--- config.mk ---
export PLATFORM = sky130hd
export DESIGN_NAME = int_alu_sched_flat
export DESIGN_NICKNAME = d
export VERILOG_FILES = /design/src/rtl/int_alu_pkg.sv /design/src/rtl/int_alu_sched_if.sv /design/src/rtl/int_alu_div.sv /design/src/rtl/int_alu_sched.sv /design/src/flat_wrapper.sv
export SDC_FILE = /design/constraint.sdc
export NUM_CORES = 2
export LEC_CHECK = 0
export CAP_MARGIN = 20
export CORE_MARGIN = 2
export CORE_UTILIZATION = 61
export CTS_CLUSTER_SIZE = 25
export DETAILED_ROUTE_END_ITERATION = 10
export PLACE_DENSITY = 0.79
export SLEW_MARGIN = 20
export SYNTH_ARGS = -nofsm -noshare
export SYNTH_HDL_FRONTEND = slang
export SYNTH_SLANG_ARGS = --single-unit
--- constraint.sdc ---
create_clock -name clk -period 21.9 [get_ports clk]
set_clock_uncertainty 0.2 [all_clocks]
set_input_delay 6.57 -clock clk [delete_from_list [all_inputs] [get_ports clk]]
set_output_delay 6.57 -clock clk [all_outputs]
set_load 0.05 [all_outputs]
--- src/rtl/int_alu_pkg.sv ---
// int_alu_pkg: opcodes, FSM states and opcode classification helpers for int_alu_sched
package int_alu_pkg;
  typedef enum logic [4:0] {
    OP_ADD, OP_SUB, OP_EQ, OP_NE, OP_GE, OP_GT, OP_LE, OP_LT, OP_LNOT,
    OP_BNOT, OP_MUL, OP_DIV, OP_MOD, OP_SHL, OP_ASHL, OP_SHR, OP_ASHR
  } alu_op_t;
  typedef enum logic [1:0] {IDLE, MUL, DIV, RESP} state_t;
  function automatic logic is_illegal(input logic [4:0] op);
    return op > OP_ASHR;
  endfunction
  function automatic logic is_single_cycle(input logic [4:0] op);
    return op <= OP_BNOT || (op >= OP_SHL && !is_illegal(op));
  endfunction
endpackage

--- src/rtl/int_alu_sched_if.sv ---
// int_alu_sched_if: request/response bundle between requesters and the shared ALU scheduler
interface int_alu_sched_if #(parameter int NREQ = 2, parameter int W = 32);
  localparam int ID_W = $clog2(NREQ);
  logic [NREQ-1:0] req_valid;
  logic [NREQ-1:0] req_ready;
  logic [NREQ-1:0][4:0] req_op;
  logic [NREQ-1:0][W-1:0] req_a;
  logic [NREQ-1:0][W-1:0] req_b;
  logic resp_valid;
  logic resp_ready;
  logic [ID_W-1:0] resp_id;
  logic [W-1:0] resp_data;
  logic resp_err;
  modport master (
    output req_valid, req_op, req_a, req_b, resp_ready,
    input req_ready, resp_valid, resp_id, resp_data, resp_err
  );
  modport slave (
    input req_valid, req_op, req_a, req_b, resp_ready,
    output req_ready, resp_valid, resp_id, resp_data, resp_err
  );
endinterface

--- src/rtl/int_alu_div.sv ---
// int_alu_div: W-cycle restoring signed divider; quotient truncates toward zero, remainder follows a
module int_alu_div #(parameter int W = 32) (
  input  logic clk,
  input  logic rst,
  input  logic start,
  input  logic [W-1:0] a,
  input  logic [W-1:0] b,
  output logic busy,
  output logic done,
  output logic [W-1:0] quot,
  output logic [W-1:0] rem
);
  localparam int CW = $clog2(W);
  logic [CW-1:0] cnt;
  logic [W-1:0] r, q, bm, r_nxt, q_nxt;
  logic [W:0] rs, diff;
  logic neg_q, neg_r, ok;
  assign rs = {r, q[W-1]};
  assign diff = rs - {1'b0, bm};
  assign ok = !diff[W];
  assign r_nxt = ok ? diff[W-1:0] : rs[W-1:0];
  assign q_nxt = {q[W-2:0], ok};
  // results come straight from the final step so the caller can register them on the last cycle
  assign done = busy && cnt == CW'(W - 1);
  assign quot = neg_q ? -q_nxt : q_nxt;
  assign rem = neg_r ? -r_nxt : r_nxt;
  always_ff @(posedge clk or posedge rst) begin
    if (rst) begin
      busy <= 1'b0;
      cnt <= '0;
      r <= '0;
      q <= '0;
      bm <= '0;
      neg_q <= 1'b0;
      neg_r <= 1'b0;
    end else if (start) begin
      busy <= 1'b1;
      cnt <= '0;
      r <= '0;
      q <= a[W-1] ? -a : a;
      bm <= b[W-1] ? -b : b;
      neg_q <= a[W-1] ^ b[W-1];
      neg_r <= a[W-1];
    end else if (busy) begin
      r <= r_nxt;
      q <= q_nxt;
      cnt <= cnt + 1'b1;
      if (done) busy <= 1'b0;
    end
  end
endmodule

--- src/rtl/int_alu_sched.sv ---
// int_alu_sched: round-robin sharing of one signed integer ALU among NREQ requesters
module int_alu_sched import int_alu_pkg::*; #(
  parameter int NREQ = 2,
  parameter int W = 32
) (
  input logic clk,
  input logic rst,
  int_alu_sched_if.slave bus
);
  localparam int ID_W = $clog2(NREQ);
  state_t state;
  logic [ID_W-1:0] ptr, gnt_id, j;
  logic found, alu_e, div_op, b_zero, div_start, div_busy, div_done;
  logic [4:0] g_op, op_q;
  logic [W-1:0] g_a, g_b, a_q, b_q, alu_d, prod, quot, rem;
  always_comb begin
    found = 1'b0;
    gnt_id = '0;
    j = '0;
    for (int k = NREQ - 1; k >= 0; k--) begin
      j = ID_W'((int'(ptr) + k) % NREQ);
      if (bus.req_valid[j]) begin
        found = 1'b1;
        gnt_id = j;
      end
    end
  end
  assign g_op = bus.req_op[gnt_id];
  assign g_a = bus.req_a[gnt_id];
  assign g_b = bus.req_b[gnt_id];
  assign bus.req_ready = (state == IDLE && found) ? NREQ'(1) << gnt_id : '0;
  assign div_op = g_op == OP_DIV || g_op == OP_MOD;
  assign b_zero = g_b == '0;
  assign div_start = state == IDLE && found && div_op && !b_zero && !div_busy;
  assign prod = a_q * b_q;
  // shifts by >= W already yield zero / sign fill under SV shift semantics
  always_comb begin
    alu_d = '0;
    alu_e = 1'b0;
    case (g_op)
      OP_ADD: alu_d = g_a + g_b;
      OP_SUB: alu_d = g_a - g_b;
      OP_EQ: alu_d = W'(g_a == g_b);
      OP_NE: alu_d = W'(g_a != g_b);
      OP_GE: alu_d = W'($signed(g_a) >= $signed(g_b));
      OP_GT: alu_d = W'($signed(g_a) > $signed(g_b));
      OP_LE: alu_d = W'($signed(g_a) <= $signed(g_b));
      OP_LT: alu_d = W'($signed(g_a) < $signed(g_b));
      OP_LNOT: alu_d = W'(g_a == '0);
      OP_BNOT: alu_d = ~g_a;
      OP_MUL: ;
      OP_DIV: begin
        alu_d = '1;
        alu_e = 1'b1;
      end
      OP_MOD: begin
        alu_d = g_a;
        alu_e = 1'b1;
      end
      OP_SHL, OP_ASHL: alu_d = g_a << g_b;
      OP_SHR: alu_d = g_a >> g_b;
      OP_ASHR: alu_d = $signed(g_a) >>> g_b;
      default: alu_e = 1'b1;
    endcase
  end
  int_alu_div #(.W(W)) u_div (
    .clk(clk),
    .rst(rst),
    .start(div_start),
    .a(g_a),
    .b(g_b),
    .busy(div_busy),
    .done(div_done),
    .quot(quot),
    .rem(rem)
  );
  always_ff @(posedge clk or posedge rst) begin
    if (rst) begin
      state <= IDLE;
      ptr <= '0;
      op_q <= '0;
      a_q <= '0;
      b_q <= '0;
      bus.resp_valid <= 1'b0;
      bus.resp_id <= '0;
      bus.resp_data <= '0;
      bus.resp_err <= 1'b0;
    end else begin
      case (state)
        IDLE: if (found) begin
          ptr <= gnt_id == ID_W'(NREQ - 1) ? '0 : gnt_id + 1'b1;
          op_q <= g_op;
          a_q <= g_a;
          b_q <= g_b;
          bus.resp_id <= gnt_id;
          if (is_single_cycle(g_op) || is_illegal(g_op) || (div_op && b_zero)) begin
            bus.resp_data <= alu_d;
            bus.resp_err <= alu_e;
            bus.resp_valid <= 1'b1;
            state <= RESP;
          end else state <= g_op == OP_MUL ? MUL : DIV;
        end
        MUL: begin
          bus.resp_data <= prod;
          bus.resp_err <= 1'b0;
          bus.resp_valid <= 1'b1;
          state <= RESP;
        end
        DIV: if (div_done) begin
          bus.resp_data <= op_q == OP_MOD ? rem : quot;
          bus.resp_err <= 1'b0;
          bus.resp_valid <= 1'b1;
          state <= RESP;
        end
        RESP: if (bus.resp_ready) begin
          bus.resp_valid <= 1'b0;
          state <= IDLE;
        end
        default: state <= IDLE;
      endcase
    end
  end
endmodule

--- src/flat_wrapper.sv ---
// flat-port wrapper written by rule: the top's interface ports become plain ports
module int_alu_sched_flat import int_alu_pkg::*;
#(
  parameter int NREQ = 2,
  parameter int W = 32
)
  (clk, rst, bus_req_valid, bus_req_op, bus_req_a, bus_req_b, bus_resp_ready, bus_req_ready, bus_resp_valid, bus_resp_id, bus_resp_data, bus_resp_err);
  int_alu_sched_if #(.NREQ(NREQ), .W(W)) bus_i ();
  input logic clk;
  input logic rst;
  input wire logic [$bits(bus_i.req_valid)-1:0] bus_req_valid;
  input wire logic [$bits(bus_i.req_op)-1:0] bus_req_op;
  input wire logic [$bits(bus_i.req_a)-1:0] bus_req_a;
  input wire logic [$bits(bus_i.req_b)-1:0] bus_req_b;
  input wire logic [$bits(bus_i.resp_ready)-1:0] bus_resp_ready;
  output wire logic [$bits(bus_i.req_ready)-1:0] bus_req_ready;
  output wire logic [$bits(bus_i.resp_valid)-1:0] bus_resp_valid;
  output wire logic [$bits(bus_i.resp_id)-1:0] bus_resp_id;
  output wire logic [$bits(bus_i.resp_data)-1:0] bus_resp_data;
  output wire logic [$bits(bus_i.resp_err)-1:0] bus_resp_err;
  assign bus_i.req_valid = bus_req_valid;
  assign bus_i.req_op = bus_req_op;
  assign bus_i.req_a = bus_req_a;
  assign bus_i.req_b = bus_req_b;
  assign bus_i.resp_ready = bus_resp_ready;
  assign bus_req_ready = bus_i.req_ready;
  assign bus_resp_valid = bus_i.resp_valid;
  assign bus_resp_id = bus_i.resp_id;
  assign bus_resp_data = bus_i.resp_data;
  assign bus_resp_err = bus_i.resp_err;
  int_alu_sched #(.NREQ(NREQ), .W(W)) u_core (.clk(clk), .rst(rst), .bus(bus_i));
endmodule
==> qor_table.md <==
| Step | Parameter | This run |
|---|---|---|
| global route | Total congestion overflow after global routing | 0 |
| sta | Achievable clock frequency | 62.86 MHz |
| critical path | Depth of the worst register-to-register path | 27 |
| route | Detailed-route via count | 37680 |
| critical path | Critical register-to-register path startpoint | u_core.b_q[2]$_DFFE_PP0P_ |
| route | Initial detailed-routing violation count | 4763 |
| sta | Setup repair after global routing missed its margin | false |
| sta | Final Max Slew Viols | 0 |
| floorplan | CORE AREA | 62970 µm² |
| cts | Clock edge transition at the registers on the reported setup and hold paths | 0.06 ns |
| cts | CTS tree | yes |
| finish | Fraction of final layout cells with drive strength greater than 1 | 0.05405 |
| run | Max capacitance violation total | 0 |
| global route | Pin count of the biggest net entering global routing | 113 |
| yosys | Synthesized instance count | 4871 |
| critical path | Crit. Startpoint | bus_req_valid[1] |
| place | Setup Slack @ Placement | 6.033 ns |
| cts | CTS hold repair buffers | 0 |
| yosys | Most area-consuming cells after synthesis | fa_1 21%, dfrtp_1 14%, ha_1 7.4% |
| sta | Endpoints failing hold | 0 |
| yosys | Synth warnings | 0 |
| yosys | Part of the Yosys area used for sequential elements | 0.1360 |
| cts | Number of gates given a new drive strength after cts | 0 |
| cts | Inserted Clock Buffers | 27 |
| sta | Fin worst setup slack | 5.991 ns |
| finish | Area growth from synthesis to layout | 8.556% |
| cts | CTS H-tree depth | 1 |
| run status | Outcome | finished, final reports clean |
| floorplan | Total Die Area | 65660 µm² |
| cts | Source-to-sink clock delay at the later pin of the worst-skew pair | 0.60 ns |
| critical path | Data arrival time of the critical path | 9.14 ns |
| cts | Clock Path Buffers | 3 |
| finish | Filler cells | 5334 |
| critical path | Required arrival time at the worst endpoint | 15.13 ns |
| finish | Nets@finish | 5647 |
| hold path | Tightest Hold Check Type | reg2reg |
| critical path | Biggest fanout along the worst timing path | 30 |
| sta | Max_slew headroom | 0.1803 |
| floorplan | Number of placed I/O pins | 180 |
| floorplan | Starting density of the core | 0.6164 |
| sta | Minimum clock period after layout | 15.91 ns |
| yosys | Async SR Flop Fraction | 1.000 |
| global route | First-pass GRT wire length | 230000 µm |
| critical path | Flop-to-flop setup slack | 12.65 ns |
| floorplan | Horizontal extent of the die | 256.2 µm |
| critical path | Worst reg2reg path endpoint | u_core.bus.resp_data[31]$_DFFE_PP0P_ |
| yosys | Syn_nets | 5654 |
| yosys | Synth Register Bits | 211 |
| floorplan | Std-Cell Rows | 92 |
| cts | Clk root buf | clkbuf_16 |
| finish | Fin util | 0.6691 |
| place | HPWL after detailed placement | 118200 µm |
| sta | Number of setup violations in the final report | 0 |
| sta | Setup tns final | 0 ns |
| yosys | Mapped Area | 38810 µm² |
| route | Avg Vias per Cell | 6.569 |
| critical path | Type of the worst setup path | in2out |
| global route | Overall global routing resource usage | 0.4648 |
| critical path | CP Launch Type | input port |
| yosys | Post-synthesis cell type with the largest combined area | fa_1 |
| route | WL per Instance | 26.97 µm |
| yosys | Netlist cell types | 97 |
| critical path | CP endpoint kind | output port |
| route | DRT Wirelength | 154700 µm |
| yosys | Number of synthesized flops with an enable pin | 0 |
| place | Placer's final routability congestion estimate | 1.129 |
| sta | Worst-margin pin slew | 1.225 ns |
| floorplan | Vertical die dimension | 256.2 µm |
| cts | Clock Sink Count | 211 |
| global route | Antenna violations before repair | 11 |
| critical path | Critical path destination | bus_req_ready[1] |
| global route | Number of global-route vias before repair | 37110 |
| sta | Period utilisation layout | 0.7264 |
| route | 1st-pass router iterations | 7 |
| yosys | Per-instance average area after synthesis | 7.968 µm² |
| route | DRC viols | 0 |
| cts | Post-CTS Setup Bufs | 0 |
| yosys | Area fraction of the dominant cell type after synthesis | 0.2120 |
| place | Input/output buffers | 179 |
| route | Number of nets with antenna violations after detailed routing | 0 |
| yosys | Dominant synthesized flop cell | dfrtp_1 |
==> cells in the final DEF (no fill, tap or decap), types with 15 or more instances in the layout <==
master	n
mux2i_1	178
and2_1	323
xor2_1	45
or3_1	21
a221oi_1	18
ha_1	229
o221ai_1	18
nand2_1	614
o21a_1	20
xnor2_1	197
o31ai_1	34
nand2b_1	25
nand3_1	76
clkbuf_16	27
mux2i_2	15
o21bai_1	16
o21ai_1	22
inv_1	516
a31oi_1	56
nor2_1	308
o21ai_0	348
nor4_1	19
nand4_1	29
clkdlybuf4s50_1	179
a22oi_1	16
and3_1	23
dfrtp_1	210
fa_1	411
nor3_1	67
buf_4	90
mux2_2	33
a21o_1	43
o211ai_1	43
a211oi_1	47
a21oi_1	268
==> flip-flops by register name, indices dropped and copies added, names as in the netlist <==
signal	flops
u_core.bus.resp_err	1
u_core.a_q	32
u_core.u_div.bm	32
u_core.state	2
u_core.bus.resp_data	32
u_core.u_div.neg_r	1
u_core.b_q	32
u_core.u_div.busy	1
u_core.u_div.neg_q	1
u_core.bus.resp_valid	1
u_core.ptr	1
u_core.u_div.r	32
u_core.u_div.q	32
u_core.u_div.cnt	5
u_core.op_q	5
u_core.bus.resp_id	1
==> critical path: stages <==
cell             delay (ns)
clkdlybuf4s50_1        0.73
nand2_4                0.42
nor2_1                 0.49
clkdlybuf4s50_1        0.91
==> stage by stage <==
stage | hold slack, ns | instance area, µm² | std cells
floorplan | 0.2386 | 38810 | 4871
global placement | 0.2592 | 41190 | 5681
detailed placement | 0.2700 | 41190 | 5681
CTS | 0.2825 | 42100 | 5730
global route | 0.2958 | 42120 | 5732
finish | 0.2808 | 42130 | 5736
==> cell usage after synthesis (18+ instances only) <==
cell      number
dfrtp_1      211
a21oi_1      268
and3_1        23
ha_1         229
a31oi_1       56
nor3_1        69
o21a_1        20
nor4_1        20
nand4_1       29
clkbuf_1     235
a221oi_1      18
buf_1         20
nand2_1      614
o211ai_1      43
and2_1       323
buf_2         41
xor2_1        45
o21ai_1       22
a211oi_1      47
nor2_1       308
mux2i_1      182
mux2_2        33
o221ai_1      18
o31ai_1       34
or3_1         22
nand3_1       76
inv_1        517
o21ai_0      349
xnor2_1      197
nand2b_1      26
a21o_1        43
fa_1         411
==> kinds of logic after synthesis <==
group / synth area share
simple gates: 0.1956
xor+xnor: 0.05503
compound gates: 0.1789
flops: 0.1360
mux: 0.06393
fa+ha+maj: 0.2858
buf+inv: 0.08459
==> cell type report <==
| class | instances | area [µm²] | share of cell area |
|---|---|---|---|
| Multi-Input combinational cell | 3816 | 30370 | 0.7208 |
| Tap cell | 846 | 1059 | 0.02512 |
| Clock inverter | 17 | 177.7 | 0.004217 |
| Inverter | 539 | 2031 | 0.04820 |
| Clock buffer | 32 | 734.5 | 0.01743 |
| Antenna cell | 6 | 15.01 | 0.0003564 |
| Timing Repair Buffer | 269 | 2467 | 0.05856 |
| Sequential cell | 211 | 5281 | 0.1253 |
==> metal layers <==
layer / vias up / GRT usage / wire length (µm)
met5: - / 0 / 71
met4: 12 / 0.3174 / 12720
met3: 653 / 0.1317 / 19530
met2: 2524 / 0.6971 / 66260
met1: 18130 / 0.5829 / 56100
li1: 16360 / - / -
==> worst min path at each step <==
stage	slack (ns)	cells after the start	start	to
after floorplan	0.24	2	u_core.u_div.bm[31]$_DFFE_PP0P_	u_core.u_div.bm[31]$_DFFE_PP0P_
after global placement	0.26	2	u_core.u_div.bm[31]$_DFFE_PP0P_	u_core.u_div.bm[31]$_DFFE_PP0P_
after detailed placement	0.27	2	u_core.u_div.bm[12]$_DFFE_PP0P_	u_core.u_div.bm[12]$_DFFE_PP0P_
after CTS	0.28	2	u_core.u_div.bm[12]$_DFFE_PP0P_	u_core.u_div.bm[12]$_DFFE_PP0P_
after global routing	0.30	1	u_core.bus.resp_id$_DFFE_PP0P_	u_core.bus.resp_id$_DFFE_PP0P_
final	0.28	2	u_core.a_q[4]$_DFFE_PP0P_	u_core.a_q[4]$_DFFE_PP0P_
Power is not shown: default switching activity piles up to over one toggle a cycle in this logic, so the estimate is an artifact.
